## config.mk

```make
export PLATFORM = sky130hd
export DESIGN_NAME = csr_access_unit
export DESIGN_NICKNAME = d
export VERILOG_FILES = /design/src/rtl/csr_access_unit.sv
export SDC_FILE = /design/constraint.sdc
export NUM_CORES = 1
export LEC_CHECK = 0
export CAP_MARGIN = 5
export CORE_MARGIN = 2
export CORE_UTILIZATION = 52
export CTS_BUF_LIST = sky130_fd_sc_hd__clkbuf_16
export DETAILED_ROUTE_END_ITERATION = 8
export DONT_BUFFER_PORTS = 1
export PLACE_DENSITY = 0.67
export SETUP_SLACK_MARGIN = 0.5
export SYNTH_ARGS = -nofsm -noshare
export SYNTH_HDL_FRONTEND = slang
export SYNTH_SLANG_ARGS = --single-unit
```

## constraint.sdc

```tcl
create_clock -name clk -period 4.3 [get_ports clk]
set_clock_uncertainty 0.1 [all_clocks]
set_input_delay 0.43 -clock clk [delete_from_list [all_inputs] [get_ports clk]]
set_output_delay 0.43 -clock clk [all_outputs]
set_load 0.02 [all_outputs]
```

## src/rtl/csr_access_unit.sv

```systemverilog
// csr_access_unit
//   Sequences one Zicsr instruction (CSRRW/RS/RC and the immediate forms)
//   against the CSR register file. The old value is always read before the
//   clear/set/write is issued, so rd receives the pre-write value.
//
// Ports
//   clk, rst                 clock, synchronous active-high reset
//   start                    op valid, sampled only in IDLE
//   funct3, csr_address      decoded op and target CSR
//   rs1_data, rs1_field      register operand / rs1 index or uimm
//   rd_field                 destination register index
//   busy, done, illegal      status; illegal and rd_write are valid with done
//   rd_write, rd_data        rd write enable and old CSR value (held until next done)
//   csr_read*                read request to the register file (data back one cycle later)
//   csr_write_back*          00 none, 01 clear, 10 set, 11 write
//
// state | meaning
// IDLE  | waiting for start
// READ  | read strobe to register file (if the op reads)
// CAPT  | read data arrives, captured into rd_data
// WRITE | write-back strobe (if the op writes)
// DONE  | done pulse, return to IDLE
module csr_access_unit #(
    parameter int XLEN       = 32,
    parameter int ENFORCE_RO = 0
) (
    input  logic            clk,
    input  logic            rst,
    input  logic            start,
    input  logic [2:0]      funct3,
    input  logic [11:0]     csr_address,
    input  logic [XLEN-1:0] rs1_data,
    input  logic [4:0]      rs1_field,
    input  logic [4:0]      rd_field,
    output logic            busy,
    output logic            done,
    output logic            illegal,
    output logic            rd_write,
    output logic [XLEN-1:0] rd_data,
    output logic            csr_read,
    output logic [11:0]     csr_read_address,
    input  logic [XLEN-1:0] csr_read_data,
    output logic [1:0]      csr_write_back,
    output logic [11:0]     csr_write_back_address,
    output logic [XLEN-1:0] csr_write_back_data
);

    typedef enum logic [2:0] {
        IDLE  = 3'd0,
        READ  = 3'd1,
        CAPT  = 3'd2,
        WRITE = 3'd3,
        DONE  = 3'd4
    } state_t;

    state_t          state;
    logic [11:0]     addr_q;
    logic [XLEN-1:0] operand_q;
    logic [4:0]      rd_q;
    logic [1:0]      op_q;
    logic            do_read_q;
    logic            do_write_q;

    logic            dec_read;
    logic            dec_write;
    logic            dec_illegal;
    logic [1:0]      dec_op;
    logic [XLEN-1:0] dec_operand;

    // Write intent follows the rs1 field, not the operand value: CSRRS x0 with
    // rs1=x5 holding zero still counts as a write for the read-only check.
    assign dec_read    = !(funct3[1:0] == 2'b01 && rd_field == 5'd0);
    assign dec_write   = (funct3[1:0] == 2'b01) || (rs1_field != 5'd0);
    assign dec_operand = funct3[2] ? {{(XLEN-5){1'b0}}, rs1_field} : rs1_data;
    assign dec_illegal = (funct3[1:0] == 2'b00)
                      || ((ENFORCE_RO != 0) && dec_write && csr_address[11:10] == 2'b11);

    always_comb begin
        dec_op = 2'b00;
        case (funct3[1:0])
            2'b01:   dec_op = 2'b11;
            2'b10:   dec_op = 2'b10;
            2'b11:   dec_op = 2'b01;
            default: dec_op = 2'b00;
        endcase
    end

    always_ff @(posedge clk) begin
        if (rst) begin
            state                  <= IDLE;
            addr_q                 <= '0;
            operand_q              <= '0;
            rd_q                   <= '0;
            op_q                   <= '0;
            do_read_q              <= 1'b0;
            do_write_q             <= 1'b0;
            busy                   <= 1'b0;
            done                   <= 1'b0;
            illegal                <= 1'b0;
            rd_write               <= 1'b0;
            rd_data                <= '0;
            csr_read               <= 1'b0;
            csr_read_address       <= '0;
            csr_write_back         <= 2'b00;
            csr_write_back_address <= '0;
            csr_write_back_data    <= '0;
        end else begin
            // Strobes and their address/data are single-cycle pulses.
            done                   <= 1'b0;
            illegal                <= 1'b0;
            rd_write               <= 1'b0;
            csr_read               <= 1'b0;
            csr_read_address       <= '0;
            csr_write_back         <= 2'b00;
            csr_write_back_address <= '0;
            csr_write_back_data    <= '0;

            case (state)
                IDLE: begin
                    if (start) begin
                        addr_q     <= csr_address;
                        operand_q  <= dec_operand;
                        rd_q       <= rd_field;
                        op_q       <= dec_op;
                        do_read_q  <= dec_read;
                        do_write_q <= dec_write;
                        busy       <= 1'b1;
                        if (dec_illegal) begin
                            state   <= DONE;
                            done    <= 1'b1;
                            illegal <= 1'b1;
                        end else begin
                            state <= READ;
                            if (dec_read) begin
                                csr_read         <= 1'b1;
                                csr_read_address <= csr_address;
                            end
                        end
                    end
                end
                READ: begin
                    state <= CAPT;
                end
                CAPT: begin
                    state <= WRITE;
                    if (do_read_q) begin
                        rd_data <= csr_read_data;
                    end
                    if (do_write_q) begin
                        csr_write_back         <= op_q;
                        csr_write_back_address <= addr_q;
                        csr_write_back_data    <= operand_q;
                    end
                end
                WRITE: begin
                    state    <= DONE;
                    done     <= 1'b1;
                    rd_write <= do_read_q && (rd_q != 5'd0);
                end
                DONE: begin
                    state <= IDLE;
                    busy  <= 1'b0;
                end
                default: begin
                    state <= IDLE;
                    busy  <= 1'b0;
                end
            endcase
        end
    end

endmodule
```

Word level (Yosys, flattened, before mapping)
Cells that the tools add are included.

storage, ports and cells
  register bits after elaboration = 151
  word-level logic and storage cells = 59
  output and inout bits = 95
  bits of input ports = 92

operators by class
  reductions and logical operators = 18
  bitwise gates (word level) = 6
  mux-type cells = 11
  eq/ne operators = 7

operator list
  cell                  number
  $mux W32              1
  $pmux W3 S4           1
  $reduce_bool A5 Y1    2
  $eq A3 B2 Y1 const B  2
  $mux W3               2
  $not A1 Y1            6
  $pmux W2 S3           1
  $reduce_and A2 Y1     3
  $reduce_or A3 Y1      2
  $logic_not A5 Y1      1
  $reduce_or A5 Y1      1
  $eq A2 B2 Y1 const B  2
  $mux W1               4
  $pmux W1 S2           2
  $reduce_or A2 Y1      2
  $reduce_or A4 Y1      1
  $eq A3 B1 Y1 const B  1
  $logic_not A3 Y1      1
  $eq A2 B1 Y1 const B  1
  $logic_and A1 B1 Y1   2
  $logic_not A2 Y1      1
  $ne A2 B2 Y1 const B  1
  $logic_not A1 Y1      1
  $logic_or A1 B1 Y1    1

Logic depth before layout (Yosys ltp)
Gate-level depths: netlist of the first run.

  depth in word-level cells = 4
  mapped depth = 7
  depth with buffers taken out = 5

Worst setup path before layout of the first run
Ideal clock, no wire load.

  kind = input port to flip-flop
  start = input port rd_field[4]
  end = register csr_read_address[10]
  setup time = 0.130 ns
  required time = 4.070 ns
  arrival = 1.525 ns
  setup slack = 2.544 ns
  stages = 4
  buffers on the path = 1
  path through = or4_1 -> nor3b_2 -> buf_2 -> nor3b_1

between the ends
  cells in the longest elaborated chain, start to end = 3

RTL lines
  element                     line  source
  from (decl)                 34    input logic [4:0] rd_field,
  $logic_not A5 Y1            72    assign dec_read = !(funct3[1:0] == 2'b01 && rd_field == 5'd0);
  $logic_and A1 B1 Y1         72
  $reduce_or A5 Y1 (no line)  n/a
  to (signal assigned)        136   csr_read_address <= csr_address;
  to (decl)                   41    output logic [11:0] csr_read_address,

Every way passes these cells.
A chain may end at the register's enable or synchronous reset.

Final worst setup path of the first run
  start = register state[2]
  end = register op_q[0]

between the ends
  cells in the longest elaborated chain, start to end = 2

RTL lines
  element                      line  source
  from (decl)                  56    state_t state;
  from (signal assigned)       90    state <= IDLE;
  from (signal assigned)       129   state <= DONE;
  from (signal assigned)       133   state <= READ;
  $logic_not A3 Y1             118   case (state)
  $reduce_and A2 Y1 (no line)  n/a
  to (signal assigned)         124   op_q <= dec_op;
  to (decl)                    60    logic [1:0] op_q;

Every way passes these cells.

==> results of run 1 <==
-- cells in the final DEF (no fill, tap or decap), drive strengths merged, types with 3 or more instances in the layout --
cell type and n:
nand2 129, dfxtp 151, buf 5, nor3b 14, or4 3, clkinv 6, nor3 5, ha 4
inv 9, a211oi 6, nand3b 27, clkbuf 17, nor2 10, nor4 3, mux2i 5, a21oi 81
and2 46
-- registers in the layout, indices dropped and copies added, names as in the netlist --
| register | flops |
|---|---|
| csr_write_back_data | 32 |
| csr_read | 1 |
| addr_q | 12 |
| do_write_q | 1 |
| done | 1 |
| csr_write_back | 2 |
| rd_data | 32 |
| busy | 1 |
| op_q | 2 |
| rd_q | 5 |
| do_read_q | 1 |
| illegal | 1 |
| csr_write_back_address | 12 |
| operand_q | 32 |
| csr_read_address | 12 |
| rd_write | 1 |
| state | 3 |
-- layer usage --
layer  vias to the layer above  global-route usage (%)  part of all wire, %
met5                         -                       0                    0
met4                         0                    5.85                 0.29
met3                         4                    8.61                  9.0
met2                       120                    32.0                   48
met1                      1563                    25.2                   43
li1                       1734                       -                    -
-- repair_timing --
| action | CTS | global route |
|---|---|---|
| endpoints found under the hold margin | 83 | 0 |
| gates resized for setup | 0 | 0 |
| hold buffers | 2 | 0 |
| setup buffers | 0 | 0 |
-- how the worst max path moves through the flow --
stage | start | to | slack [ns] | depth (start not counted)
floorplan | rd_field[4] | csr_read_address[10]$_SDFF_PP0_ | 2.54 | 4
global placement | state[2]$_SDFFE_PP0P_ | op_q[0]$_SDFFE_PP0P_ | 1.86 | 3
detailed placement | state[2]$_SDFFE_PP0P_ | op_q[0]$_SDFFE_PP0P_ | 1.83 | 3
CTS | state[2]$_SDFFE_PP0P_ | op_q[0]$_SDFFE_PP0P_ | 1.82 | 3
global route | state[2]$_SDFFE_PP0P_ | op_q[0]$_SDFFE_PP0P_ | 1.67 | 3
finish | state[2]$_SDFFE_PP0P_ | op_q[0]$_SDFFE_PP0P_ | 1.81 | 3
-- power groups by stage --
| stage | clock network (W) | logic (W) | registers [W] |
|---|---|---|---|
| 6_report | 0.00137 | 0.000168 | 0.00151 |
| 3_5_place_dp | 0 | 0.000154 | 0.00154 |
| 2_1_floorplan | 0 | 0.000148 | 0.00152 |
| 4_1_cts | 0.00140 | 0.000171 | 0.00151 |
| 5_1_grt | 0.00147 | 0.000191 | 0.00152 |
| 3_3_place_gp | 0 | 0.000149 | 0.00154 |
-- kinds of logic (layout without fill, tap and decap cells) --
family / Yosys count / count (layout) / synth area share (%)
buffers and inverters: 45 / 41 / 3.76
AND/OR/NAND/NOR: 247 / 247 / 25.4
AO/OA/AOI/OAI: 87 / 87 / 8.91
multiplexers: 5 / 5 / 0.990
flip-flops: 151 / 151 / 59.8
XOR/XNOR: 1 / 1 / 0.173
adder cells (fa/ha/maj): 4 / 4 / 0.990
-- worst reg2reg max path, delay by kind of cell, from the launching register on --
family / cells / cell delay (ns)
and+or+nand+nor: 2 / 1.71
DFF: 1 / 0.45
AOI/OAI and AO/OA: 1 / 0.14
-- stage by stage --
step	utilization, %	setup slack, ns	hold slack, ns	instance area (sq um)
after floorplan	-	2.54	0.327	5060
after global placement	54.7	1.86	0.328	5100
after detailed placement	54.7	1.83	0.332	5100
after CTS	61.0	1.82	0.0364	5690
after global routing	61.0	1.67	0.0425	5690
final	61.0	1.81	0.0518	5690
-- cell type report --
cell class	count	area share, %
Clock buffer	17	7.47
Clock inverter	15	2.24
Inverter	3	0.198
Multi-Input combinational cell	344	33.0
Sequential cell	151	53.1
Tap cell	129	2.84
Timing Repair Buffer	6	1.19
-- synthesized netlist by cell type --
cell / n / area, sq um
nand4b_1: 1 / 8.76
clkbuf_1: 30 / 113
or4_1: 3 / 22.5
nor3b_1: 13 / 97.6
a21oi_1: 81 / 405
dfxtp_1: 151 / 3020
or4b_1: 1 / 10.0
nand3_1: 1 / 5.00
nand4bb_1: 1 / 11.3
buf_6: 1 / 11.3
nor4_2: 1 / 12.5
inv_1: 3 / 11.3
or3_1: 1 / 6.26
nor4_1: 2 / 12.5
nor2_1: 10 / 37.5
ha_1: 4 / 50.1
nand2_1: 129 / 484
xnor2_1: 1 / 8.76
nor3b_2: 1 / 12.5
a211oi_1: 6 / 45.0
nor4b_2: 1 / 15.0
nor4bb_1: 2 / 20.0
nor2b_1: 1 / 6.26
buf_2: 11 / 55.1
and2_1: 46 / 288
mux2i_1: 5 / 50.1
nand3b_1: 27 / 203
nand2b_1: 1 / 6.26
nor3_1: 5 / 25.0
==> flow_summary_export.csv, run 1 <==
group,metric,value,unit
hold_path,min_from,"csr_read_data[10]",
hold_path,hold_path_end,"rd_data[10]$_SDFFE_PP0P_",
drt,drtIter0Drc,130,
logic_synthesis,syn_area_per_cell,9.36,sq um
floorplanning,initial_core_util,54.2,%
power_and_ir_drop,ir_drop,0.278,mV
worst_setup_path,setup.worst_path.end_class,"flop",
timing,fmax,402,MHz
worst_setup_path,crit_slowest_cell,"or4b_2",
logic_synthesis,synth.yosys.seq_area_share,59.8,%
clocking,clkTransAtPathRegs,0.06,ns
grt,grt_pass1_wl,16400,microns
floorplanning,row_count,35,
floorplanning,num_io_pins,187,
worst_setup_path,start_kind,"flop",
status,status,"finished, final reports clean",
clocking,cts_buffer_depth,2,
worst_setup_path,crit_fanout,50,
logic_synthesis,synth_cells,540,
power_and_ir_drop,p_seq_share,49.5,%
placement,dp.cells,631,
clocking,cts_buffers,17,
timing,min_period_over_period,57.9,%
timing,fin_crit,2.49,ns
finish,drive_above_1_share,7.28,%
clocking,clockRootBuffer,"clkbuf_16",
grt,grt-ovfl-total,0,
hold_path,hold_depth,2,
power_and_ir_drop,total_power,0.00305,W
power_and_ir_drop,power_switching,0.000734,W
floorplanning,coreArea,0.00933,sq mm
timing,maxSlewHeadroom,30.4,%
power_and_ir_drop,netSwitchingFraction,24.1,%
drt,wire_per_inst,15.9,microns
finish,regArea,0.00302,sq mm
clocking,ctsHtreeMaxLevel,4,
placement,port_buffers,0,
worst_setup_path,critPathMaxStageDelay,1.19,ns
finish,fin_nets,619,
timing,setup_viol,0,
logic_synthesis,synth.distinct_cells,29,
timing,slew_violations,0,
grt,track_usage,20.2,%
flow_run,maxCapViolCount,0,
worst_setup_path,worst_ep_arrival_time,2.71,ns
grt,grt_pass1_vias,3279,
finish,fillers,804,
floorplanning,die_x,103,microns
worst_setup_path,crit_chain,"or4b_2, or3_1, a21oi_1",
timing,setup-tns-final,0,ns
hold_path,hold_class,"in2reg",
finish,syn_to_final_growth,12.6,%
placement,gp_congestion,0.740,
drt,drt-total-wl,10600,microns
finish,finalNonFillerCells,665,
worst_setup_path,rr_endpoint,"op_q[0]$_SDFFE_PP0P_",
logic_synthesis,ys_seq_elements,151,
worst_setup_path,ff2ff_path_depth,3,
worst_setup_path,cp_num_buf_inv,0,
logic_synthesis,yosys_warnings,0,
power_and_ir_drop,static-leakage-power,2.05,nW
logic_synthesis,netlist_area,0.00506,sq mm
drt,via_per_inst,5.14,
grt,grt_start_max_net_pins,84,
drt,drtPass1Iterations,4,
grt,grt_antenna_before_repair,0,
power_and_ir_drop,cell_internal_pwr,0.00232,W
clocking,clock_latency,0.40,ns
power_and_ir_drop,p_comb_share,5.5,%
clocking,cts_num_sinks,151,
drt,drtAntennaViolNets,0,
worst_setup_path,critPathRequiredTime,4.53,ns
finish,multi_input_area,0.00188,sq mm
worst_setup_path,critPathTopFamily,"simple AND/OR/NAND/NOR gates",
clocking,cts_tree,"yes",
worst_setup_path,regToRegStartpoint,"state[2]$_SDFFE_PP0P_",
finish,diodes,0,
drt,vias,3421,
floorplanning,die_h,103,microns
floorplanning,die_area,0.0105,sq mm
timing,finalHoldViolCount,0,
worst_setup_path,r2r_slack,1.81,ns
timing,rsz0062_at_grt,"no",
power_and_ir_drop,clock_power_share,45.0,%
power_and_ir_drop,power.density,536,mW/mm^2
worst_setup_path,criticalPathCategory,"reg2reg",
drt,route.detailed.drc,0,
placement,dp_hpwl,6850,microns
logic_synthesis,syn_nets,636,
timing,worst_pin_slew,1.04,ns
Power figures use the tool's default switching activity.
==> run 2, diff against run 1 <==
- clock period: 4.3 -> 2.35 ns (I/O delays scaled with it)
==> flow_summary_export.csv, run 2 (synthesis gave the netlist of run 1 again) <==
group,metric,value,unit
timing,rsz0062_at_grt,"no",
floorplanning,die_h,103,microns
drt,drtIter0Drc,148,
drt,wl_met2,5410,microns
finish,final_area,0.00596,sq mm
grt,grt_antenna_before_repair,0,
hold_path,min_from,"rst",
placement,gp_congestion,0.700,
drt,drtAntennaViolNets,0,
grt,grt-ovfl-total,0,
power_and_ir_drop,ir_drop,0.666,mV
timing,maxSlewHeadroom,76.1,%
worst_setup_path,ff2ff_path_depth,5,
worst_setup_path,crit_fanout,9,
timing,min_period_over_period,74.8,%
flow_run,maxCapViolCount,0,
floorplanning,initial_core_util,54.2,%
hold_path,hold_class,"in2reg",
timing,setup_ws,0.592,ns
timing,slew_violations,0,
finish,multi_input_area,0.00189,sq mm
clocking,clockRootBuffer,"clkbuf_16",
worst_setup_path,regToRegStartpoint,"state[0]$_SDFFE_PP0P_",
drt,vias,3632,
status,status,"finished, violations left",
drt,via_per_inst,5.26,
finish,fillers,804,
power_and_ir_drop,power.density,975,mW/mm^2
timing,finalHoldViolCount,87,
floorplanning,row_count,35,
floorplanning,coreArea,0.00933,sq mm
drt,drtPass1Iterations,4,
worst_setup_path,startpoint,"state[0]$_SDFFE_PP0P_",
timing,whs,-0.211,ns
finish,reg_top3,"csr_write_back_data (32), operand_q (32), rd_data (32)",
timing,worst_pin_slew,0.359,ns
finish,syn_to_final_growth,18.0,%
floorplanning,num_io_pins,187,
worst_setup_path,rr_endpoint,"done$_SDFF_PP0_",
placement,postPlaceCellArea,0.00515,sq mm
worst_setup_path,r2r_slack,0.59,ns
clocking,cts_buffer_depth,2,
drt,top_layer_used,"met4",
timing,setup-tns-final,0,ns
timing,fin_crit,1.76,ns
worst_setup_path,critPathRequiredTime,2.60,ns
hold_path,hold_depth,1,
drt,route.detailed.drc,0,
floorplanning,die_area,0.0105,sq mm
drt,met3_length,978,microns
status,violations,"hold timing",
placement,port_buffers,0,
clocking,cts_tree,"yes",
finish,layout_commonest_cell,"dfxtp_1",
clocking,clkTransAtPathRegs,0.06,ns
timing,fmax,569,MHz
finish,fin_nets,644,
worst_setup_path,worst_ep_arrival_time,2.01,ns
grt,grt_start_max_net_pins,94,
timing,setup_viol,0,
drt,wl_met1,4310,microns
floorplanning,die_x,103,microns
finish,diodes,0,
worst_setup_path,setup.worst_path.end_class,"flop",
clocking,ctsHtreeMaxLevel,4,
drt,wire_per_inst,15.8,microns
drt,drt-total-wl,10900,microns
finish,regArea,0.00302,sq mm
grt,grt_pass1_vias,3416,
grt,grt_pass1_wl,16600,microns
clocking,clock_latency,0.41,ns
clocking,cts_buffers,17,
finish,drive_above_1_share,8.91,%
grt,track_usage,20.5,%
clocking,ctsHoldBuffers,18,
finish,fin_util,63.9,%
finish,final_cell_mix,"dfxtp_1, nand2_1, a21oi_1, and2_1, nand3b_1",
worst_setup_path,criticalPathCategory,"reg2reg",
placement,dp_hpwl,7030,microns
hold_path,hold_path_end,"rd_data[5]$_SDFFE_PP0P_",
worst_setup_path,start_kind,"flop",
power_and_ir_drop,static-leakage-power,2.20,nW
clocking,cts_num_sinks,151,
placement,place_worst_setup_slack,0.473,ns
## run 2: routing by layer
metal | track usage (%) | up-vias
met3 | 7.59 | 20
met4 | 7.79 | 0
li1 | - | 1791
met2 | 33.6 | 140
met5 | 0 | -
met1 | 24.5 | 1681
## run 2: timing repair
item / CTS / global route
resized for setup: 1 / 3
buffers inserted: 1 / 1
endpoints found under the hold margin: 111 / 87
endpoints found under the setup margin: 22 / 75
pin swaps: 1 / 1
## run 2: final cells by class
class / instances / share of cell area, %
Clock buffer: 17 / 7.13
Clock inverter: 15 / 2.94
Inverter: 3 / 0.189
Multi-Input combinational cell: 344 / 31.6
Sequential cell: 151 / 50.7
Tap cell: 129 / 2.71
Timing Repair Buffer: 31 / 4.72
## run 2: worst max-delay path by stage
stage                                         endpoint  slack, ns
finish                                 done$_SDFF_PP0_       0.59
global route                           done$_SDFF_PP0_       0.45
CTS                 csr_write_back_data[10]$_SDFF_PP0_       0.54
detailed placement                op_q[0]$_SDFFE_PP0P_       0.47
global placement                  op_q[0]$_SDFFE_PP0P_       0.51
floorplan                   operand_q[13]$_SDFFE_PP0P_       0.65
## run 2: per-stage QoR
stage	total power, W	hold slack, ns	cells
floorplan	0.00306	0.271	540
finish	0.00582	-0.211	690
detailed placement	0.00311	0.212	638
global route	0.00602	-0.230	690
CTS	0.00586	-0.220	689
global placement	0.00310	0.211	638
## run 2: report_power, final
group          switching, W  internal, W
logic              0.000189     0.000148
registers         0.0000937      0.00266
clock network       0.00105      0.00167
## run 2: worst max-delay path, stage by stage, from the launching register on
cell	delay, ns
dfxtp_1	0.32
buf_4	0.19
nor4bb_2	0.31
a21oi_1	0.09
nor3_1	0.14
dlygate4sd3_1	0.56
